<file path="src/rtl/neural_float_to_fixed_pkg.sv">
// Shared float_24_8 types and rounding helpers for the neural float datapath.
package neural_float_to_fixed_pkg;

  localparam int FLOAT_MAN_W = 23;
  localparam int FLOAT_EXP_W = 8;

  typedef struct packed {
    logic                   sgn;
    logic [FLOAT_EXP_W-1:0] exp;
    logic [FLOAT_MAN_W-1:0] man;
  } float_24_8;

  // Round-half-even: bump when above half, or exactly half with an odd lsb.
  function automatic logic rne_inc(input logic lsb, input logic guard, input logic sticky);
    return guard & (sticky | lsb);
  endfunction

endpackage

</file>
<file path="src/rtl/neural_fixed_round_shift.sv">
// Aligns a 24-bit float magnitude to fixed point with round-half-even and saturation.
module neural_fixed_round_shift
  import neural_float_to_fixed_pkg::*;
#(
  parameter int FIX_W = 32
) (
  input  logic [FLOAT_MAN_W:0] mag,
  input  logic signed [9:0]    shift,
  input  logic                 sgn,
  output logic [FIX_W-1:0]     result,
  output logic                 sat
);

  localparam int W = FIX_W + FLOAT_MAN_W + 2;

  logic [W-1:0]         amount;
  logic [W-1:0]         limit;
  logic [9:0]           rsh;
  logic [FLOAT_MAN_W:0] kept;
  logic [FLOAT_MAN_W:0] dropped_mask;
  logic                 guard;
  logic                 sticky;
  logic [FIX_W-1:0]     mag_out;

  always_comb begin
    amount       = '0;
    rsh          = '0;
    kept         = '0;
    dropped_mask = '0;
    guard        = 1'b0;
    sticky       = 1'b0;
    limit        = (W'(1) << (FIX_W - 1)) - W'(!sgn);
    if (!shift[9]) begin
      // All-ones is a sentinel that always compares above the limit.
      if (int'(shift) >= FIX_W) amount = '1;
      else                      amount = W'(mag) << shift[8:0];
    end else begin
      rsh = 10'(-shift);
      if (rsh <= 10'(FLOAT_MAN_W + 1)) begin
        kept         = mag >> rsh;
        dropped_mask = ~({(FLOAT_MAN_W+1){1'b1}} << rsh);
        guard        = |(mag & (dropped_mask ^ (dropped_mask >> 1)));
        sticky       = |(mag & (dropped_mask >> 1));
        amount       = W'(kept) + W'(rne_inc(kept[0], guard, sticky));
      end
    end
    sat     = amount > limit;
    mag_out = amount[FIX_W-1:0];
    if (sat) result = sgn ? {1'b1, {(FIX_W-1){1'b0}}} : {1'b0, {(FIX_W-1){1'b1}}};
    else     result = sgn ? -mag_out : mag_out;
  end

endmodule

</file>
<file path="src/rtl/neural_float_to_fixed.sv">
// Two-stage streaming float_24_8 to signed fixed-point converter with valid/ready.
module neural_float_to_fixed
  import neural_float_to_fixed_pkg::*;
#(
  parameter int FIX_W    = 32,
  parameter int FRAC_W   = 16,
  parameter int EXP_BIAS = 127
) (
  input  logic             clk,
  input  logic             reset,
  input  float_24_8        in_data,
  input  logic             in_valid,
  output logic             in_ready,
  output logic [FIX_W-1:0] out_data,
  output logic             out_sat,
  output logic             out_valid,
  input  logic             out_ready
);

  localparam int SHIFT_OFF = FRAC_W - FLOAT_MAN_W - EXP_BIAS;

  logic                   s1_valid;
  logic                   s2_valid;
  logic                   en1;
  logic                   en2;
  logic                   s1_zero;
  logic                   s1_sgn;
  logic [FLOAT_MAN_W:0]   s1_mag;
  logic signed [9:0]      s1_shift;
  logic [FIX_W-1:0]       rs_result;
  logic                   rs_sat;

  assign en2       = !s2_valid || out_ready;
  assign en1       = !s1_valid || en2;
  assign in_ready  = en1;
  assign out_valid = s2_valid;

  neural_fixed_round_shift #(
    .FIX_W (FIX_W)
  ) u_round_shift (
    .mag    (s1_mag),
    .shift  (s1_shift),
    .sgn    (s1_sgn),
    .result (rs_result),
    .sat    (rs_sat)
  );

  always_ff @(posedge clk) begin
    if (reset) begin
      s1_valid <= 1'b0;
      s2_valid <= 1'b0;
      s1_zero  <= 1'b0;
      s1_sgn   <= 1'b0;
      s1_mag   <= '0;
      s1_shift <= '0;
      out_data <= '0;
      out_sat  <= 1'b0;
    end else begin
      if (en1) begin
        s1_valid <= in_valid;
        if (in_valid) begin
          s1_zero  <= (in_data.exp == '0);
          s1_sgn   <= in_data.sgn;
          s1_mag   <= {1'b1, in_data.man};
          s1_shift <= $signed({2'b00, in_data.exp}) + 10'(SHIFT_OFF);
        end
      end
      if (en2) begin
        s2_valid <= s1_valid;
        if (s1_valid) begin
          // Zero exponent flushes to +0 regardless of sign.
          out_data <= s1_zero ? '0 : rs_result;
          out_sat  <= !s1_zero && rs_sat;
        end
      end
    end
  end

endmodule

</file>
<file path="config.mk">
export PLATFORM = sky130hd
export DESIGN_NAME = neural_float_to_fixed
export DESIGN_NICKNAME = d
export VERILOG_FILES = /design/src/rtl/neural_float_to_fixed_pkg.sv /design/src/rtl/neural_fixed_round_shift.sv /design/src/rtl/neural_float_to_fixed.sv
export SDC_FILE = /design/constraint.sdc
export NUM_CORES = 1
export LEC_CHECK = 0
export BUFFER_PORTS_ARGS = -buffer_cell sky130_fd_sc_hd__buf_2
export CAP_MARGIN = 20
export CORE_MARGIN = 3
export CORE_UTILIZATION = 57
export DETAILED_ROUTE_END_ITERATION = 10
export HOLD_SLACK_MARGIN = 0.06
export PLACE_DENSITY = 0.76
export SYNTH_ARGS = -nofsm -noshare
export SYNTH_HDL_FRONTEND = slang
export SYNTH_HIERARCHICAL = 1
export SYNTH_SLANG_ARGS = --single-unit
</file>
<file path="constraint.sdc">
create_clock -name clk -period 8.1 [get_ports clk]
set_input_delay 1.62 -clock clk [delete_from_list [all_inputs] [get_ports clk]]
set_output_delay 1.62 -clock clk [all_outputs]
set_load 0.01 [all_outputs]
</file>
== Word level (Yosys, flattened, before mapping) ==
Index checks and enable logic that the tools add are counted.

* Add/sub/neg operators: 5
* Order comparisons: 3
* Shift-type cells: 3
* Mux-type cells: 7
* Bitwise logic cells: 6
* Reductions and logical operators: 12

{| class="wikitable"
|+ Operators by type and width
! cell !! count
|-
| $mux 57 || 3
|-
| $mux 32 || 4
|-
| $gt 57x57->1 || 1
|-
| $shl 24x9->57 || 1
|-
| $reduce_or 24->1 || 2
|-
| $sub 32x1->33 const A || 1
|-
| $neg 32->32 || 1
|-
| $add 24x1->25 || 1
|-
| $and 24x23->24 || 1
|-
| $and 24x24->24 || 1
|-
| $not 24->24 || 1
|-
| $shl 24x10->24 const A || 1
|-
| $shr 24x10->24 || 1
|-
| $xor 24x23->24 || 1
|-
| $add 9x9->10 const B || 1
|-
| $ge 10x7->1 const B || 1
|-
| $le 10x5->1 const B || 1
|-
| $neg 10->10 || 1
|-
| $logic_not 8->1 || 1
|-
| $logic_not 1->1 || 4
|-
| $reduce_and 2->1 || 2
|-
| $logic_or 1x1->1 || 2
|-
| $and 1x1->1 || 1
|-
| $logic_and 1x1->1 || 1
|-
| $or 1x1->1 || 1
|}

* Register bits after elaboration: 71
* Input bits: 36
* Output and inout bits: 35
* Logic and storage cells: 44

== Longest topological paths before layout ==
* Word-level depth: 14
* Gate-level depth with buffers: 41
* Mapped depth without buffers: 31

== By module ==
The synthesis kept the hierarchy.

{| class="wikitable"
|+ By module, submodules not included
! module !! times used !! cells each !! area an instance (um^2) !! sequential area each (um^2)
|-
| neural_fixed_round_shift || 1 || 1181 || 7978.9 || 0.0
|-
| neural_float_to_fixed || 1 || 333 || 2892.8 || 1421.4
|}

== Least setup slack after synthesis ==
No wires, ideal clock.

* Path kind: register -> register
* From: register s1_shift[1]
* To: register out_data[9]
* Library setup time: 0.070 ns
* Data arrival time: 7.608 ns
* Required time: 8.030 ns
* Slack: 0.422 ns
* Cell stages (with the launch flop): 38
* Path buffers: 12
* Period minus slack after synthesis: 7.678 ns
* Cells stage by stage: dfxtp_1 clkbuf_1 buf_2 buf_1 inv_2 ha_1 buf_2 buf_2 buf_2 buf_2 buf_2 nand3_1 o21ai_0 o21ai_0 o32ai_1 a221oi_1 clkbuf_1 a21boi_0 (+2 left out) nand4_1 or4_1 and3_1 clkbuf_1 ha_1 a21o_1 a21o_1 a211oi_1 o211ai_1 a211oi_1 o21bai_1 o2bb2a_1 clkbuf_1 clkbuf_1 o21ai_0 a2bb2oi_1 nand4b_1 a21oi_1

* Word-level cells in the longest chain between the ends: 14
* Elaborated cells between the ends (all ways): 23
* Classes of those cells: 3 x add/sub; 3 x order compare; 3 x shift; 6 x mux; 6 x bitwise; 2 x reduce/logical

{| class="wikitable"
|+ Ends and longest elaborated chain
! what !! line !! source
|-
| start: declaration || neural_float_to_fixed.sv:29 || <nowiki>logic signed [9:0] s1_shift;</nowiki>
|-
| start signal: assignment || neural_float_to_fixed.sv:65 || <nowiki>s1_shift <= $signed({2'b00, in_data.exp}) + 10'(SHIFT_OFF);</nowiki>
|-
| $neg 10->10 || neural_fixed_round_shift.sv:38 || <nowiki>rsh = 10'(-shift);</nowiki>
|-
| $shl 24x10->24 || neural_fixed_round_shift.sv:41 || <nowiki>dropped_mask = ~({(FLOAT_MAN_W+1){1'b1}} << rsh);</nowiki>
|-
| $not 24->24 || neural_fixed_round_shift.sv:41 ||
|-
| $xor 24x23->24 / $and 24x23->24 (equally long branches) || neural_fixed_round_shift.sv:42, neural_fixed_round_shift.sv:43 ||
|-
| $and 24x24->24 / $reduce_or 24->1 (equally long branches) || neural_fixed_round_shift.sv:42, neural_fixed_round_shift.sv:43 ||
|-
| $reduce_or 24->1 / $or 1x1->1 (equally long branches) || neural_fixed_round_shift.sv:42, neural_float_to_fixed_pkg.sv:15 ||
|-
| $and 1x1->1 || neural_float_to_fixed_pkg.sv:15 || <nowiki>return guard & (sticky | lsb);</nowiki>
|-
| $add 24x1->25 || neural_fixed_round_shift.sv:44 || <nowiki>amount = W'(kept) + W'(rne_inc(kept[0], guard, sticky));</nowiki>
|-
| $mux 57 || neural_fixed_round_shift.sv:39 || <nowiki>if (rsh <= 10'(FLOAT_MAN_W + 1)) begin</nowiki>
|-
| $mux 57 * || neural_fixed_round_shift.sv:33 || <nowiki>if (!shift[9]) begin</nowiki>
|-
| $neg 32->32 || neural_fixed_round_shift.sv:50 || <nowiki>else result = sgn ? -mag_out : mag_out;</nowiki>
|-
| $mux 32 || neural_fixed_round_shift.sv:50 ||
|-
| $mux 32 * || neural_fixed_round_shift.sv:49 || <nowiki>if (sat) result = sgn ? {1'b1, {(FIX_W-1){1'b0}}} : {1'b0, {(FIX_W-1){1'b1}}};</nowiki>
|-
| net rs_result[9] || neural_float_to_fixed.sv:30 || <nowiki>logic [FIX_W-1:0] rs_result;</nowiki>
|-
| $mux 32 * || neural_float_to_fixed.sv:72 || <nowiki>out_data <= s1_zero ? '0 : rs_result;</nowiki>
|-
| end signal: assignment || neural_float_to_fixed.sv:72 ||
|-
| end: declaration || neural_float_to_fixed.sv:14 || <nowiki>output logic [FIX_W-1:0] out_data,</nowiki>
|}

The timed path passes the listed nets; every way through them passes the cells marked *.
A chain may end at the register's enable or synchronous reset.

== Worst setup path in the final report ==
* From: register s1_shift[2]
* To: register out_data[30]

* Elaborated cells between the ends (all ways): 23
* Classes of those cells: 3 x add/sub; 3 x order compare; 3 x shift; 6 x mux; 6 x bitwise; 2 x reduce/logical

{| class="wikitable"
|+ RTL lines
! what !! line !! source
|-
| $neg 10->10 || neural_fixed_round_shift.sv:38 ||
|-
| $shl 24x10->24 || neural_fixed_round_shift.sv:41 ||
|-
| $not 24->24 || neural_fixed_round_shift.sv:41 ||
|-
| $xor 24x23->24 / $and 24x23->24 (equally long branches) || neural_fixed_round_shift.sv:42, neural_fixed_round_shift.sv:43 ||
|-
| $and 24x24->24 / $reduce_or 24->1 (equally long branches) || neural_fixed_round_shift.sv:42, neural_fixed_round_shift.sv:43 ||
|-
| $reduce_or 24->1 / $or 1x1->1 (equally long branches) || neural_fixed_round_shift.sv:42, neural_float_to_fixed_pkg.sv:15 ||
|-
| $and 1x1->1 || neural_float_to_fixed_pkg.sv:15 ||
|-
| $add 24x1->25 || neural_fixed_round_shift.sv:44 ||
|-
| $mux 57 || neural_fixed_round_shift.sv:39 ||
|-
| $mux 57 * || neural_fixed_round_shift.sv:33 ||
|-
| $gt 57x57->1 * || neural_fixed_round_shift.sv:47 || <nowiki>sat = amount > limit;</nowiki>
|-
| net rs_sat || neural_float_to_fixed.sv:31 || <nowiki>logic rs_sat;</nowiki>
|-
| $mux 32 * || neural_fixed_round_shift.sv:49 ||
|-
| net rs_result[30] || neural_float_to_fixed.sv:30 ||
|-
| $mux 32 * || neural_float_to_fixed.sv:72 ||
|}

Marked as above.

==> run_results.csv <==
group,metric,value,unit
synth,ys_ff_latch,71,
place,dp.cells,1708,
global_routing,track_usage,37.6,%
timing,drv_slew,0,
timing,tightestPinTransition,1.19,ns
drt,routed_wirelength,40600,um
place,gp_congestion,1.05,
worst_setup_path,r2r_start,"s1_shift[2]",
clocking,cts_sinks,71,
synth,async_reset_ff_share,0,%
timing,rsz0062_at_grt,"false",
synth,synth_top_area_share,13.1,%
final_layout,num-nets-final,1563,
synth,synth_edf_count,0,
synth,yosys.cell_count.top_type,"o21ai_0",
place,port_buffers,70,
min_path,min_path_cells,2,
global_routing,antenna_found_initial,0,
timing,period_needed,7.81,ns
power,power_density,145,nW/um2
synth,postSynthAreaPerCell,7.18,um2
clocking,postCtsHoldBufs,0,
synth,ys_warn_count,6,
worst_setup_path,crit_type,"flop to flop",
timing,finClkSkew,0.00588,ns
flow_run,max_cap_violations,0,
drt,via_per_inst,7.46,
min_path,hold_class,"flop to flop",
clocking,cts_max_level,3,
drt,via_count,12900,
clocking,tritoncts,"done",
worst_setup_path,r2r_slack,0.29,ns
die,start_util,59.3,%
die,die-area,20800,um2
die,fp.dieW,144,um
place,post-place-ws,0.485,ns
outcome,outcome,"complete, no violations",
worst_setup_path,path_max_fanout,26,
final_layout,drive_gt1_share,14.8,%
worst_setup_path,crit_path_start_kind,"flop",
worst_setup_path,required,8.35,ns
drt,remaining_drc_errors,0,
min_path,hold_end,"out_data[4]",
global_routing,grt-ovfl-total,0,
drt,drtIter0Drc,2199,
drt,wl_per_cell,23.6,um
final_layout,fillers,1666,
worst_setup_path,ff2ff_path_depth,26,
final_layout,layoutNonFillerInstCount,1723,
timing,slew_headroom,20.1,%
timing,setup_tns,0,ns
clocking,numCtsBuffers,9,
worst_setup_path,r2r-end,"out_data[30]",
global_routing,grt_pass1_wl,62600,um
die,num_rows,49,
final_layout,final_core_util,63.1,%
drt,dr.pass1.iters,8,
synth,synth_nets,1587,
power,irDropWorstVdd,0.000171,V
global_routing,grt_start_max_net_pins,96,
power,finalPower,0.00167,W
min_path,min_from,"out_data[4]",
final_layout,diodes,0,
die,die_y,144,um
die,fp.coreArea,18300,um2
synth,postSynthCellCount,1514,
synth,yosysTopAreaCell,"dfxtp_1",
final_layout,multi_input_area,8680,um2
synth,yosysUniqueCellTypes,99,
final_layout,ff_latch_area,1430,um2
worst_setup_path,arrival,8.06,ns
synth,syn_area,10900,um2
synth,ys.flop_type,"dfxtp_1",
power,p_leak,4.25,nW
synth,yosysSeqAreaShare,13.1,%
place,dp_hpwl,29500,um
clocking,clk_latency,0.33,ns
timing,finalHoldViolCount,0,
synth,netlist_top_cells_count,"o21ai_0 (158), a21oi_1 (134), nand2_1 (117)",
final_layout,area_growth_syn_to_layout,6.42,%
global_routing,grt_pass1_vias,11200,
die,ios,71,
drt,drt.antenna.violating_nets,0,
clocking,cts.clk_slew.worst_paths,0.06,ns
worst_setup_path,crit_path_end_kind,"flop",
timing,fmax,128,MHz
synth,synth.area.top_cells,"dfxtp_1 (13%), o21ai_0 (7.3%), mux4_2 (6.6%)",
timing,fin_ws,0.290,ns
clocking,clock_path_buffers,2,
timing,fin_crit_sh,96.4,%
clocking,root_buffer,"clkbuf_16",
timing,setup_viol,0,
-- placed cells by master, fill, tap and decap left out, types with 15 or more instances in the layout --
cell and instances:
nand4b_1 35, mux2i_1 64, a22oi_1 15, nand3_1 67
a31oi_1 20, nand2b_1 15, ha_1 36, nand2_1 117
a21o_1 24, inv_1 31, nor3_1 43, o21ai_0 156
o211ai_1 16, nor4_1 15, mux4_2 32, buf_2 70
a21oi_1 134, buf_4 40, nor2_1 114, nand4_1 33
and2_1 18, dfxtp_1 68
-- kinds of logic (layout without fill, tap and decap cells) --
kind of cell,Yosys count,count (layout),share of synthesized area (%)
AND/OR/NAND/NOR,563,563,28.3
AO/OA/AOI/OAI,529,529,31.3
buffers and inverters,186,166,7.54
multiplexers,113,113,14.3
flip-flops,71,71,13.1
adder cells (fa/ha/maj),37,37,4.26
XOR/XNOR,15,15,1.21
-- where the power goes --
| part | internal [W] | switching [W] | total [W] |
|---|---|---|---|
| Sequential | 0.000375 | 0.0000410 | 0.000416 |
| Clock | 0.000245 | 0.000148 | 0.000393 |
| Combinational | 0.000300 | 0.000564 | 0.000865 |
-- metal layers --
| metal | share of wire, % | vias up | GRT usage, % |
|---|---|---|---|
| li1 | - | 5753 | - |
| met1 | 43 | 5987 | 56.8 |
| met2 | 41 | 971 | 54.3 |
| met3 | 12 | 149 | 5.75 |
| met4 | 4.1 | 0 | 12.8 |
| met5 | 0 | - | 0 |
-- flip-flops by register name (all words and copies together), names as in the netlist --
name,flops
s1_zero,1
out_valid,1
out_data,32
s1_mag,24
s1_shift,10
out_sat,1
s1_valid,1
s1_sgn,1
-- how the worst max path moves through the flow --
stage / cells past startpoint / from / end / slack, ns
after global placement: 26 / s1_shift[2] / out_data[19] / 0.66
after detailed placement: 27 / s1_shift[3] / out_data[30] / 0.49
final: 26 / s1_shift[2] / out_data[30] / 0.29
after CTS: 27 / s1_shift[3] / out_data[30] / 0.45
after floorplan: 37 / s1_shift[1] / out_data[9] / 0.42
after global routing: 30 / s1_shift[0] / out_data[27] / 0.03
-- cell type report --
class | instances | share of cell area (%)
inverter | 37 | 1.22
sequential | 71 | 12.3
timing repair buffer | 114 | 6.38
clock buffer | 10 | 2.07
multi-input combinational | 1257 | 75.0
clock inverter | 5 | 0.497
tap | 229 | 2.48
-- through the flow --
stage	hold WS, ns	area [um2]
floorplan	0.446	10900
CTS	0.476	11500
detailed placement	0.465	11200
global placement	0.455	11200
global route	0.500	11600
finish	0.476	11600
-- critical path, stage by stage (launching register included) --
cell and delay [ns]:
dfxtp_1 0.70, buf_4 0.35, xor2_2 0.46, buf_12 0.24, o2111a_1 0.39, a221oi_1 0.13
o21a_1 0.23, nor3b_1 0.38, nand2_1 0.19, a2111o_1 0.44, or4_4 0.59, xor2_1 0.16
o22ai_1 0.40, inv_1 0.18, ha_1 0.22, a21o_1 0.15, a21o_1 0.18, a211oi_2 0.27
a21oi_1 0.14, a211oi_2 0.31, o21bai_1 0.09, o2bb2a_1 0.27, inv_1 0.20, buf_4 0.28
o21ai_0 0.41, nand4b_1 0.15, a21oi_1 0.19
-- timing repair --
action                                  in CTS  in global routing
setup buffers                                0                  0
endpoints found under the setup margin       0                 27
gates resized for setup                      0                  7
Note: power is estimated with default switching activity, not from simulation.
